==> src/rtl/multiply_result_to_sign_bcd_pkg.sv <==
// Shared calculator definitions: FSM encoding and fixed datapath sizes.
package multiply_result_to_sign_bcd_pkg;

  localparam int DATA_W       = 8;
  localparam int BCD_DIGITS   = 3;
  localparam int SERIAL_STEPS = 8;

  typedef enum logic [1:0] {
    IDLE    = 2'd0,
    NEGATE  = 2'd1,
    CONVERT = 2'd2,
    DONE    = 2'd3
  } state_t;

endpackage

==> src/rtl/multiply_result_to_sign_bcd_bcd_add3.sv <==
// Double-dabble correction cell: a BCD digit of 5 or more gets 3 added so the
// following left shift carries correctly into the next decimal digit.
module multiply_result_to_sign_bcd_bcd_add3
  import multiply_result_to_sign_bcd_pkg::*;
(
  input  logic [3:0] i_digit,
  output logic [3:0] o_digit
);

  assign o_digit = (i_digit >= 4'd5) ? (i_digit + 4'd3) : i_digit;

endmodule

==> src/rtl/multiply_result_to_sign_bcd.sv <==
// Converts an 8-bit two's-complement product to sign + three BCD digits using a
// bit-serial negation pass (negative inputs only) followed by an 8-step
// iterative double-dabble.
module multiply_result_to_sign_bcd
  import multiply_result_to_sign_bcd_pkg::*;
(
  input  logic                     clk,
  input  logic                     rst,
  input  logic                     start,
  input  logic signed [DATA_W-1:0] result_in,
  output logic                     busy,
  output logic                     done,
  output logic                     sign,
  output logic [3:0]               bcd_hundreds,
  output logic [3:0]               bcd_tens,
  output logic [3:0]               bcd_units
);

  localparam logic [2:0] LAST_STEP = 3'(SERIAL_STEPS - 1);

  state_t                   r_state;
  state_t                   w_next;
  logic [DATA_W-1:0]        r_mag;
  logic                     r_sign_lat;
  logic                     r_seen_one;
  logic [2:0]               r_cnt;
  logic [4*BCD_DIGITS-1:0]  r_bcd;

  logic                     w_idle_like;
  logic                     w_last;
  logic                     w_bit;
  logic                     w_neg_bit;
  logic [4*BCD_DIGITS-1:0]  w_corr;
  logic [4*BCD_DIGITS-1:0]  w_shift_bcd;

  assign w_idle_like = (r_state == IDLE) || (r_state == DONE);
  assign w_last      = (r_cnt == LAST_STEP);
  assign busy        = (r_state == NEGATE) || (r_state == CONVERT);

  // Serial negation: copy bits up to and including the first 1, invert the rest.
  assign w_bit     = r_mag[r_cnt];
  assign w_neg_bit = r_seen_one ? ~w_bit : w_bit;

  multiply_result_to_sign_bcd_bcd_add3 u_add3_h (.i_digit(r_bcd[11:8]), .o_digit(w_corr[11:8]));
  multiply_result_to_sign_bcd_bcd_add3 u_add3_t (.i_digit(r_bcd[7:4]),  .o_digit(w_corr[7:4]));
  multiply_result_to_sign_bcd_bcd_add3 u_add3_u (.i_digit(r_bcd[3:0]),  .o_digit(w_corr[3:0]));

  // Corrected digits shifted left by one, pulling in the magnitude MSB.
  assign w_shift_bcd = {w_corr[4*BCD_DIGITS-2:0], r_mag[DATA_W-1]};

  // State register.
  always_ff @(posedge clk or posedge rst) begin
    if (rst) r_state <= IDLE;
    else     r_state <= w_next;
  end

  // Next-state logic; start is honoured only when no conversion is in flight.
  always_comb begin
    w_next = r_state;
    case (r_state)
      IDLE, DONE: if (start) w_next = result_in[DATA_W-1] ? NEGATE : CONVERT;
      NEGATE:     if (w_last) w_next = CONVERT;
      CONVERT:    if (w_last) w_next = DONE;
      default:    w_next = IDLE;
    endcase
  end

  // Datapath: capture, serial negation, double-dabble and output loading.
  always_ff @(posedge clk or posedge rst) begin
    if (rst) begin
      r_mag        <= '0;
      r_sign_lat   <= 1'b0;
      r_seen_one   <= 1'b0;
      r_cnt        <= '0;
      r_bcd        <= '0;
      done         <= 1'b0;
      sign         <= 1'b0;
      bcd_hundreds <= '0;
      bcd_tens     <= '0;
      bcd_units    <= '0;
    end else begin
      case (r_state)
        IDLE, DONE: begin
          if (start) begin
            r_mag      <= $unsigned(result_in);
            r_sign_lat <= result_in[DATA_W-1];
            r_seen_one <= 1'b0;
            r_cnt      <= '0;
            r_bcd      <= '0;
            done       <= 1'b0;
          end
        end
        NEGATE: begin
          r_mag[r_cnt] <= w_neg_bit;
          r_seen_one   <= r_seen_one | w_bit;
          r_cnt        <= w_last ? 3'd0 : r_cnt + 3'd1;
        end
        CONVERT: begin
          r_bcd <= w_shift_bcd;
          r_mag <= {r_mag[DATA_W-2:0], 1'b0};
          r_cnt <= w_last ? 3'd0 : r_cnt + 3'd1;
          if (w_last) begin
            sign         <= r_sign_lat;
            bcd_hundreds <= w_shift_bcd[11:8];
            bcd_tens     <= w_shift_bcd[7:4];
            bcd_units    <= w_shift_bcd[3:0];
            done         <= 1'b1;
          end
        end
        default: ;
      endcase
    end
  end

endmodule

==> config.mk <==
export PLATFORM = sky130hd
export DESIGN_NAME = multiply_result_to_sign_bcd
export DESIGN_NICKNAME = d
export VERILOG_FILES = /design/src/rtl/multiply_result_to_sign_bcd_pkg.sv /design/src/rtl/multiply_result_to_sign_bcd_bcd_add3.sv /design/src/rtl/multiply_result_to_sign_bcd.sv
export SDC_FILE = /design/constraint.sdc
export NUM_CORES = 1
export LEC_CHECK = 0
export BUFFER_PORTS_ARGS = -buffer_cell sky130_fd_sc_hd__buf_2
export CORE_MARGIN = 5
export CORE_UTILIZATION = 51
export CTS_CLUSTER_DIAMETER = 120
export DETAILED_ROUTE_END_ITERATION = 8
export GPL_TIMING_DRIVEN = 0
export PLACE_DENSITY = 0.71
export SLEW_MARGIN = 20
export SYNTH_ARGS = -nofsm -noshare
export SYNTH_HDL_FRONTEND = slang
export SYNTH_HIERARCHICAL = 1
export SYNTH_SLANG_ARGS = --single-unit
==> constraint.sdc <==
create_clock -name clk -period 2.5 [get_ports clk]
set_input_delay 0.5 -clock clk [delete_from_list [all_inputs] [get_ports clk]]
set_output_delay 0.5 -clock clk [all_outputs]
set_load 0.02 [all_outputs]
After elaboration in Yosys (flattened, before gate mapping) --
Index checks and enable logic that the tools add are counted.
Storage, ports and cells: register bits 41, latch bits 0, bits in writable memories 0, bits in read-only memories 0, bits of input ports 11, memories 0
Cells by class: $add $sub $neg 4, multiply operators 0, div/mod/pow operators 0, $lt $le $gt $ge 5, equal/unequal tests 7, shift-type cells 0, muxes and demuxes 25, bitwise logic cells 2, reductions and logical operators 13
Operators by type and width (number):
- 12-bit case mux with 2 select lines | 1
- 8-bit case mux with 3 select lines | 1
- 4-bit by 3-bit greater-or-equal comparator with 1-bit output, second input constant | 3
- 12-bit 2-to-1 mux | 1
- 3-bit 2-to-1 mux | 3
- 4-bit by 2-bit adder with 4-bit output, second input constant | 2
- 8-bit bitwise mux | 1
- 2-bit 2-to-1 mux | 4
- 4-bit 2-to-1 mux | 2
- 8-bit 2-to-1 mux | 1
- 2-bit AND reduction | 4
- 2-bit inequality test, second input constant | 3
- 2-bit case mux with 3 select lines | 1
- 3-bit case mux with 2 select lines | 1
- 3-bit AND reduction | 2
- 1-bit 2-to-1 mux | 5
- 2-bit == test, second input constant | 2
- 3-bit by 4-bit less-than comparator with 1-bit output, second input constant | 1
- 1-bit case mux with 2 select lines | 2
- 2-bit nonzero test | 2
- 2-bit OR reduction | 2
- 3-bit by 1-bit adder with 3-bit output, second input constant | 1
- 3-bit by 2-bit adder with 3-bit output, second input constant | 1
- 1-bit binary-select mux with 3-bit select | 1
- other kinds (9) | 9

Logic depth before layout (Yosys ltp) --
Gate-level depths: netlist of the first run.
depth in word-level cells 6, gate-level depth with buffers 8, gate-level depth less buffers 6

By module --
The synthesis of the first run kept the hierarchy.
By module, submodules not included:
- multiply_result_to_sign_bcd | instances 1, cells each 165, area each 2057.0 um^2
- multiply_result_to_sign_bcd_bcd_add3 | instances 3, cells each 16, area each 101.3 um^2

Worst setup path after synthesis of the first run --
Ideal clock, no wire load.
path kind reg-to-reg, start register r_cnt[0], end register r_mag[1], arrival time 1801 ps, required time 2409 ps, setup slack 608 ps, cell stages (with the launch flop) 8, period minus slack after synthesis 1892 ps, cells stage by stage dfrtp_1 -> or3b_2 -> a21oi_1 -> nor4_1 -> ha_1 -> clkbuf_1 -> mux2i_1 -> o221ai_1
On the way: word-level cells in the longest chain between the ends 6, elaborated cells between the ends (all ways) 11, those cells by class order compare: 2; mux: 7; bitwise: 1; reduce/logical: 1
RTL lines:
- start, declared | RTL line multiply_result_to_sign_bcd.sv:26 | logic [2:0] r_cnt;
- start signal, assigned | RTL line multiply_result_to_sign_bcd.sv:96 | r_cnt <= w_last ? 3'd0 : r_cnt + 3'd1;
- start signal, assigned | RTL line multiply_result_to_sign_bcd.sv:101 | r_cnt <= w_last ? 3'd0 : r_cnt + 3'd1;
- 3-bit by 4-bit less-than comparator with 1-bit output (implied by the code), or another cell as far along | RTL line multiply_result_to_sign_bcd.sv:94 | r_mag[r_cnt] <= w_neg_bit;
- 1-bit logical AND (implied by the code) / 1-bit 2-to-1 mux (equally long branches) | RTL line multiply_result_to_sign_bcd.sv:94, multiply_result_to_sign_bcd.sv:41
- 1-bit 2-to-1 mux (implied by the code) / 1-bit inverter (equally long branches) | RTL line multiply_result_to_sign_bcd.sv:94, multiply_result_to_sign_bcd.sv:42
- 1-bit demux with 3-bit select / 1-bit 2-to-1 mux (equally long branches) | RTL line multiply_result_to_sign_bcd.sv:94, multiply_result_to_sign_bcd.sv:42
- 8-bit bitwise mux * | RTL line multiply_result_to_sign_bcd.sv:94
- 8-bit case mux with 3 select lines * | RTL line multiply_result_to_sign_bcd.sv:82 | case (r_state)
- end signal, assigned | RTL line multiply_result_to_sign_bcd.sv:85 | r_mag <= $unsigned(result_in);
- end signal, assigned by index | RTL line multiply_result_to_sign_bcd.sv:94
- end signal, assigned | RTL line multiply_result_to_sign_bcd.sv:100 | r_mag <= {r_mag[DATA_W-2:0], 1'b0};
- end, declared | RTL line multiply_result_to_sign_bcd.sv:23 | logic [DATA_W-1:0] r_mag;
Every way passes the cells marked *; elsewhere a longest branch is shown, timed or not. The select of a mux whose other input is x is not followed. A chain may end at the register's enable or synchronous reset.

Worst setup path in the final report of the first run --
start register r_cnt[2], end register r_mag[1]
The elaborated chain is that of the path after synthesis.

==> results of run 1 <==
-- state kept, by name, summed over array words and instances (netlist names) --
signal / cells
bcd_hundreds: 4
bcd_tens: 4
bcd_units: 4
done: 1
r_bcd: 12
r_cnt: 3
r_mag: 8
r_seen_one: 1
r_sign_lat: 1
r_state: 2
sign: 1
-- where the power goes --
| part | internal [mW] | total (mW) | switching, mW |
|---|---|---|---|
| combinational | 0.828 | 1.74 | 0.908 |
| clock | 0.290 | 0.509 | 0.218 |
| sequential | 0.931 | 1.17 | 0.236 |
| total | 2.05 | 3.41 | 1.36 |
-- cells in the final DEF, fill, tap and decap left out, types with 4 or more instances in the layout --
cell	n
mux2_4	9
mux2i_1	15
o21ai_1	4
ha_1	11
dfrtp_1	41
nand2b_1	5
o21ai_0	7
a22oi_1	6
a21oi_1	4
a22o_1	12
buf_6	5
nand2_1	18
buf_2	28
nor2_1	6
nor3b_1	5
inv_1	11
clkbuf_8	5
mux2_2	11
-- how the worst max path moves through the flow --
stage | startpoint | endpoint | slack, ps | depth (start not counted)
CTS | r_cnt[2] | r_mag[1] | 280 | 8
detailed placement | r_cnt[2] | r_mag[1] | 300 | 8
global route | r_cnt[2] | r_mag[1] | 120 | 8
floorplan | r_cnt[0] | r_mag[1] | 610 | 7
finish | r_cnt[2] | r_mag[1] | 290 | 8
global placement | r_cnt[0] | r_mag[1] | 340 | 7
-- routing by layer --
layer	up-vias	part of all wire	routed length (um)	global-route usage
met3	8	0.040	171	0.0394
met5	-	0	0	0
met2	29	0.48	2040	0.250
li1	810	-	-	-
met1	817	0.46	1990	0.194
met4	0	0.020	85	0.0619
-- final cells by class --
cell class,count,share of cell area
plain buffers,11,0.0331
clock buffers,5,0.0260
clock inverters,2,0.0132
inverters,12,0.0170
multi-input cells,145,0.446
flip-flops and latches,41,0.387
well taps,52,0.0246
repair buffers,25,0.0529
-- worst max-delay path, stage by stage, from the launching register on --
cell,delay [ps]
dfrtp_1,450
buf_2,260
mux2i_1,210
nor3b_1,70
nor4_1,280
ha_1,300
clkbuf_1,200
mux2i_1,180
o221ai_1,130
==> summary.md, run 1 <==
| Metric | Value |
|---|---|
| Period utilization | 0.884 |
| # rows | 24 |
| Global route overflow | 0 |
| Routed WL | 4.29 mm |
| Mapped Nets | around 230 |
| Initial Util | 0.530 |
| Routability Congestion | 0.815 |
| Slew @ Worst Pin | approximately 480 ps |
| WS Path Type | flip-flop to flip-flop |
| Setup crit end kind | flip-flop |
| Largest net degree at the start of global routing | 28 |
| Core box area | 0.00441 sq mm |
| Util after Layout | 0.600 |
| Area of the multi-input gates | 0.00118 sq mm |
| Pre-CTS WS | 297 ps |
| Initial drt markers | 48 |
| Post-route setup slack | 290 ps |
| YS warnings | 6 |
| Overall power | 3.41 mW |
| Vias/cell | 5.68 |
| Final std cell area, no fill | 0.00265 sq mm |
| Die area | 0.00605 sq mm |
| CTS tree | built |
| Worst hold path class | input pin to async pin |
| Layout Nets | ~260 |
| FF+latch area | 0.00103 sq mm |
| Pre-Repair DR Iteration Count | 4 |
| CTS Buffer Depth | 2 |
| Clock Latency Late Sink | 290 ps |
| Ports | 26 |
| Worst vdd ir | 617 uV |
| R2R Setup Slk | 290 ps |
| Drc violations | 0 |
| Global-route wire length before repair | 7.59 mm |
| Status | completed |
| CP Max Fanout | 10 |
| Setup TNS | 0 ps |
| CP Data Required Time | around 2700 ps |
| Die Y | 77.8 um |
| Hold slack final | 170 ps |
| Post-Synthesis Cells | roughly 210 |
| Max-Cap Viols | 0 |
| Post CTS Setup Buffer Count | 0 |
| Layout cells sized above 1 | 0.299 |
| Slew margin rel. | 0.678 |
| Reg-to-Reg Start | r_cnt[2] |
| Worst Path Arrival | roughly 2400 ps |
| Filler cells | ~380 |
| Clk sinks | 41 |
| Hold_buf cts | 0 |
| GRT Total Usage | 0.153 |
| PwrDens | around 1300 mW/mm^2 |
| Die width | about 80 um |
| Routed WL per cell | 14.6 um |
| Hold Fails Final Rpt | 0 |
| RSZ-0062 raised after global routing | no |
| Cts repair resizes | 0 |
| Startpoint Class | flip-flop |
| Fmax | 452 MHz |
| Via count | 1664 |
| Post-route non-filler standard cell count | a little under 300 |
| Antenna violations before repair | 0 |
| Diodes inserted | 0 |
| Final Max Tran Viols | 0 |
| LEAKAGE | 1.30 nW |
| Clock skew | 4.69 ps |
| Final setup viols | 0 |
| Placed cells | 286 |
| Area grow syn2layout | 13.2% |
| Placement Cell Area | 0.00255 sq mm |
| Number of global-route vias before repair | around 1700 |
| Synthesized area | between 0.002 and 0.0025 sq mm |
| FF-to-FF path depth | 8 |
| Root Buffer | clkbuf_8 |
| HPWL after DPL | between 3 and 4 mm |
| Post-route ant nets | 0 |
| Min Clock Period, post-route | 2210 ps |
| Buffers on Ports | 24 |
| Inserted Clock Buffers | 5 |
| Worst reg2reg path endpoint | r_mag[1] |
| CTS clk-pin slew, worst paths | approximately 80 ps |
| Synth Area per Inst | 11.2 sq um |
| CTS H-tree depth | 2 |
Power figures use the tool's default switching activity.
==> run 2: changes to the inputs <==
- ABC_AREA: not set -> 1
- CORE_MARGIN: 5 -> 2
==> run 2 against run 1 <==
Sequential cell count did not move; via count increased by 25%; final area increased by 2.9%; wire length grew 15%; area after synthesis grew 2.9%; fmax is 0.26% lower; register-to-register slack barely moved; synthesized cell count is 49% higher; first-iteration DRC count rose by 140%; critical path type unchanged; largest power group unchanged; highest routed layer unchanged.
==> summary.md, run 2 <==
| Metric | Value |
|---|---|
| Via count | about 2100 |
| Status | completed |
| Number of global-route vias before repair | 1979 |
| Filler cells | 409 |
| Cts repair resizes | 0 |
| # rows | 25 |
| Flop pwr share | 0.295 |
| CTS tree | built |
| Overall power | 4.03 mW |
| CTS Buffer Depth | 2 |
| Fmax | 451 MHz |
| Die area | 0.00529 sq mm |
| R2R Setup Slk | approximately 280 ps |
| Diodes inserted | 0 |
| Largest net degree at the start of global routing | 34 |
| Area grow syn2layout | 13.1% |
| Slew margin rel. | 0.727 |
| Layout cells sized above 1 | 0.218 |
| Max-Cap Viols | 0 |
| Layout Nets | 366 |
| Routability Congestion | about 0.83 |
| Root Buffer | clkbuf_8 |
| Routed WL | 4.94 mm |
| Final setup viols | 0 |
| YS warnings | 6 |
| Clock Latency Late Sink | about 290 ps |
| Worst Path Arrival | about 2400 ps |
| Sw Pwr | 1.95 mW |
| WS Path Type | flip-flop to flip-flop |
| Post CTS Setup Buffer Count | 0 |
| CTS clk-pin slew, worst paths | 80 ps |
| Synthesized area | between 0.002 and 0.0025 sq mm |
| Drc violations | 0 |
| Global route overflow | 0 |
| Final Max Tran Viols | 0 |
| Min Clock Period, post-route | 2220 ps |
| Worst hold path class | input pin to async pin |
| Worst vdd ir | 512 uV |
| CP Data Required Time | 2720 ps |
| Core box area | 0.00463 sq mm |
| Hold Fails Final Rpt | 0 |
| Clock skew | a little over 8 ps |
| Startpoint Class | flip-flop |
| Reg-to-Reg Start | r_cnt[0] |
| Die width | 72.7 um |
| Initial drt markers | about 120 |
| Clock Power Share | 0.129 |
| Global-route wire length before repair | 8.62 mm |
| Period utilization | 0.886 |
| CP Max Fanout | 10 |
| Post-route ant nets | 0 |
| Die Y | 72.7 um |
| Vias/cell | 5.23 |
| Post-Synthesis Cells | 311 |
| Worst reg2reg path endpoint | r_mag[0] |
| Sw Ratio | 0.484 |
| Pre-Repair DR Iteration Count | 4 |
| Setup TNS | 0 ps |
| PwrDens | 1480 mW/mm^2 |
| Comb pwr share | 0.576 |
| RSZ-0062 raised after global routing | no |
| Most common cell after layout, fill and taps aside | nand2_1 |
| Buffers on Ports | 25 |
| Clk sinks | 41 |
| Mapped Nets | around 330 |
| Biggest register | r_bcd |
| CTS H-tree depth | 2 |
| FF-to-FF path depth | 16 |
| Initial Util | 0.521 |
| Routed WL per cell | 12.4 um |
| Synth Area per Inst | 7.75 sq um |
| Most frequent cells in the layout | nand2_1 (94), inv_1 (41), dfrtp_1 (41) |
| Max FFs per register | 12 |
| Antenna violations before repair | 0 |
| Slew @ Worst Pin | 409 ps |
| Ports | 26 |
| Int Power | 2.08 mW |
| HPWL after DPL | ~3.6 mm |
| Hold_buf cts | 0 |
| GRT Total Usage | 0.208 |
| Inserted Clock Buffers | 5 |
| Largest regs | r_bcd x12, r_mag x8 |
| Setup crit end kind | flip-flop |
| LEAKAGE | 1.43 nW |
==> run 2: power by group through the flow <==
stage	clock network, mW	registers, mW	logic [mW]
finish	0.519	1.19	2.33
floorplan	0	1.28	1.72
detailed placement	0	1.20	2.33
global route	0.553	1.23	2.65
CTS	0.525	1.19	2.34
global placement	0	1.19	2.28
==> run 2: routing by layer <==
layer / global-route usage / wire [um] / vias to the layer above
met5: 0 / 0 / -
met4: 0.0617 / 72 / 0
met3: 0.0387 / 174 / 9
met2: 0.362 / 2370 / 52
met1: 0.263 / 2330 / 971
li1: - / - / 1049
==> run 2: critical path: stages, from the launching register on <==
cell      delay (ps)
dfrtp_1          400
buf_2            180
inv_1             80
buf_4            170
nand2_1           70
nand2_1           60
nand2_1           40
nand2_1           50
nand2_1           40
nand2_1           70
inv_1             40
ha_1             250
clkbuf_1         310
inv_1             70
nand3_1           80
nand3_1           70
a21oi_1          150
==> run 2: how the worst max path moves through the flow <==
stage / startpoint / endpoint / slack (ps) / cells past startpoint
finish: r_cnt[0] / r_mag[0] / 280 / 16
global route: r_cnt[0] / r_mag[0] / 50 / 16
CTS: r_cnt[0] / r_mag[0] / 280 / 16
detailed placement: r_cnt[0] / r_mag[0] / 330 / 16
global placement: r_cnt[0] / r_mag[0] / 320 / 16
floorplan: r_cnt[0] / r_mag[0] / 620 / 16
==> run 2: cell type report <==
class	count	area [sq um]	area share
clock inverters	2	35.0	0.0128
plain buffers	9	53.8	0.0197
inverters	48	180	0.0661
clock buffers	5	68.8	0.0252
flip-flops and latches	41	1030	0.376
repair buffers	26	145	0.0532
multi-input cells	213	1150	0.422
well taps	54	67.6	0.0248
==> run 2: through the flow <==
step	hold WS (ps)	instance area [sq um]	util	cells	setup slack, ps
after global placement	460	2600	0.562	390	319
after floorplan	455	2410	-	311	622
after global routing	112	2730	0.589	398	53.6
after CTS	108	2730	0.589	398	277
after detailed placement	424	2620	0.566	391	332
final	103	2730	0.589	398	284
==> run 3: changes to the inputs <==
- clock period: 2.5 -> 2.4 ns (I/O delays scaled with it)
==> run 3 against run 2 <==
Via count fell by 0.96%; global-route usage did not move; final cell count fell by 0.25%; critical path type unchanged; largest power group unchanged; highest routed layer unchanged.
==> summary.md, run 3 (synthesis results as in run 2) <==
| Metric | Value |
|---|---|
| Period utilization | 0.866 |
| LEAKAGE | around 1.4 nW |
| PwrDens | between 1500 and 2000 mW/mm^2 |
| WS Path Type | flip-flop to flip-flop |
| Diodes inserted | 0 |
| CTS tree | built |
| Die area | 0.00529 sq mm |
| Global-route wire length before repair | 8.62 mm |
| Drc violations | 0 |
| Min Clock Period, post-route | 2080 ps |
| CTS clk-pin slew, worst paths | 80 ps |
| Largest net degree at the start of global routing | 34 |
| CP Cell Sequence | buf_2 -> inv_1 -> buf_4 -> nand2_1 -> nand2_1 -> nand2_1 -> nand2_1 -> nand2_1 -> nand2_1 -> inv_1 -> ha_1 -> inv_1 -> nand3_1 -> nand3_1 -> a21oi_1 |
| Critical Path Max Stage Delay | 430 ps |
| CTS Buffer Depth | 2 |
| CP max stage cell | ha_1 |
| Post-route ant nets | 0 |
| Routed WL | 4.92 mm |
| Die Y | 72.7 um |
| Status | completed |
| Hold_buf cts | 0 |
| Worst Path Arrival | 2300 ps |
| Global route overflow | 0 |
| Slew @ Worst Pin | 395 ps |
| Buffers on Ports | 25 |
| Cts repair resizes | 0 |
| Routed WL per cell | 12.4 um |
| Routability Congestion | around 0.83 |
| Placement Cell Area | 0.00262 sq mm |
| Clock skew | 9.73 ps |
| CP Data Required Time | 2620 ps |
| Hold slack final | approximately 83 ps |
| Clk sinks | 41 |
| Final Max Tran Viols | 0 |
| Final setup viols | 0 |
| Most frequent cells in the layout | nand2_1 (94), inv_1 (41), dfrtp_1 (41) |
| Core box area | 0.00463 sq mm |
| Setup crit end kind | flip-flop |
| CTS H-tree depth | 2 |
| Inserted Clock Buffers | 5 |
| Startpoint Class | flip-flop |
| Antenna violations before repair | 0 |
| Setup TNS | 0 ps |
| # rows | 25 |
| Layout cells sized above 1 | 0.219 |
| Initial drt markers | 132 |
| Die width | 72.7 um |
| Clock Latency Late Sink | slightly below 300 ps |
| Biggest register | r_bcd |
| Hold Fails Final Rpt | 0 |
| Max-Cap Viols | 0 |
| Number of global-route vias before repair | 1979 |
| Most common cell after layout, fill and taps aside | nand2_1 |
| Slew margin rel. | 0.737 |
| Layout Nets | 365 |
| Initial Util | 0.521 |
| Final std cell area, no fill | 0.00272 sq mm |
| Root Buffer | clkbuf_8 |
| Vias/cell | approximately 5.2 |
| Pre-Repair DR Iteration Count | 4 |
| GRT Total Usage | 0.208 |
| Worst hold path class | input pin to async pin |
| Crit path buf inv count | 5 |
| Filler cells | about 410 |
| Post CTS Setup Buffer Count | 0 |
| CP Max Fanout | 10 |
| Most common cell on crit path | nand2_1 |
| Max FFs per register | 12 |
| Via count | 2061 |
| HPWL after DPL | 3.62 mm |
| Largest regs | r_bcd x12, r_mag x8 |
| RSZ-0062 raised after global routing | no |
| Worst vdd ir | 533 uV |
| Area grow syn2layout | 13.0% |
| Ports | 26 |
| Crit path max-delay family | buffers and inverters |
| Fmax | a little under 500 MHz |
run 3: cell types whose count changed in the layout (fill, tap and decap cells not counted):
| cell | previous run | this run |
|---|---|---|
| clkbuf_1 | 2 | 1 |
run 3: worst paths after layout:
kind,startpoint,cells past startpoint,slack [ps],end
min in group clk,result_in[7],3,480,r_state[0]
setup reg to reg,r_cnt[0],15,320,r_mag[0]
hold / removal,rst,2,80,r_bcd[10]
setup / recovery,r_cnt[0],15,320,r_mag[0]
hold reg to reg,bcd_hundreds[0],2,480,bcd_hundreds[0]
max in group asynchronous,rst,3,1880,r_mag[3]
run 3: power by group:
part / switching, mW / internal (mW)
Sequential: 0.228 / 1.01
Combinational: 1.56 / 0.858
Clock: 0.239 / 0.303
run 3: layout make-up:
type                       count  area [sq um]  area share
inverter                      48           180      0.0662
timing repair buffer          26           145      0.0533
buffer                         8          50.0      0.0184
sequential                    41          1030       0.377
clock inverter                 2          35.0      0.0129
tap                           54          67.6      0.0248
multi-input combinational    213          1150       0.422
clock buffer                   5          68.8      0.0253
run 3: through the flow:
stage               setup WS, ps  total power [mW]  cells  utilization
floorplan                    522              3.12    311            -
global placement             219              3.62    390        0.562
detailed placement           232              3.68    391        0.566
CTS                          177              4.23    398        0.589
global route                 113              4.62    397        0.588
finish                       323              4.20    397        0.588
run 3: routing by layer:
layer	wire, um	vias up	GRT usage
met5	0	-	0
li1	-	1052	-
met3	169	7	0.0387
met1	2310	957	0.263
met2	2380	45	0.362
met4	58	0	0.0617
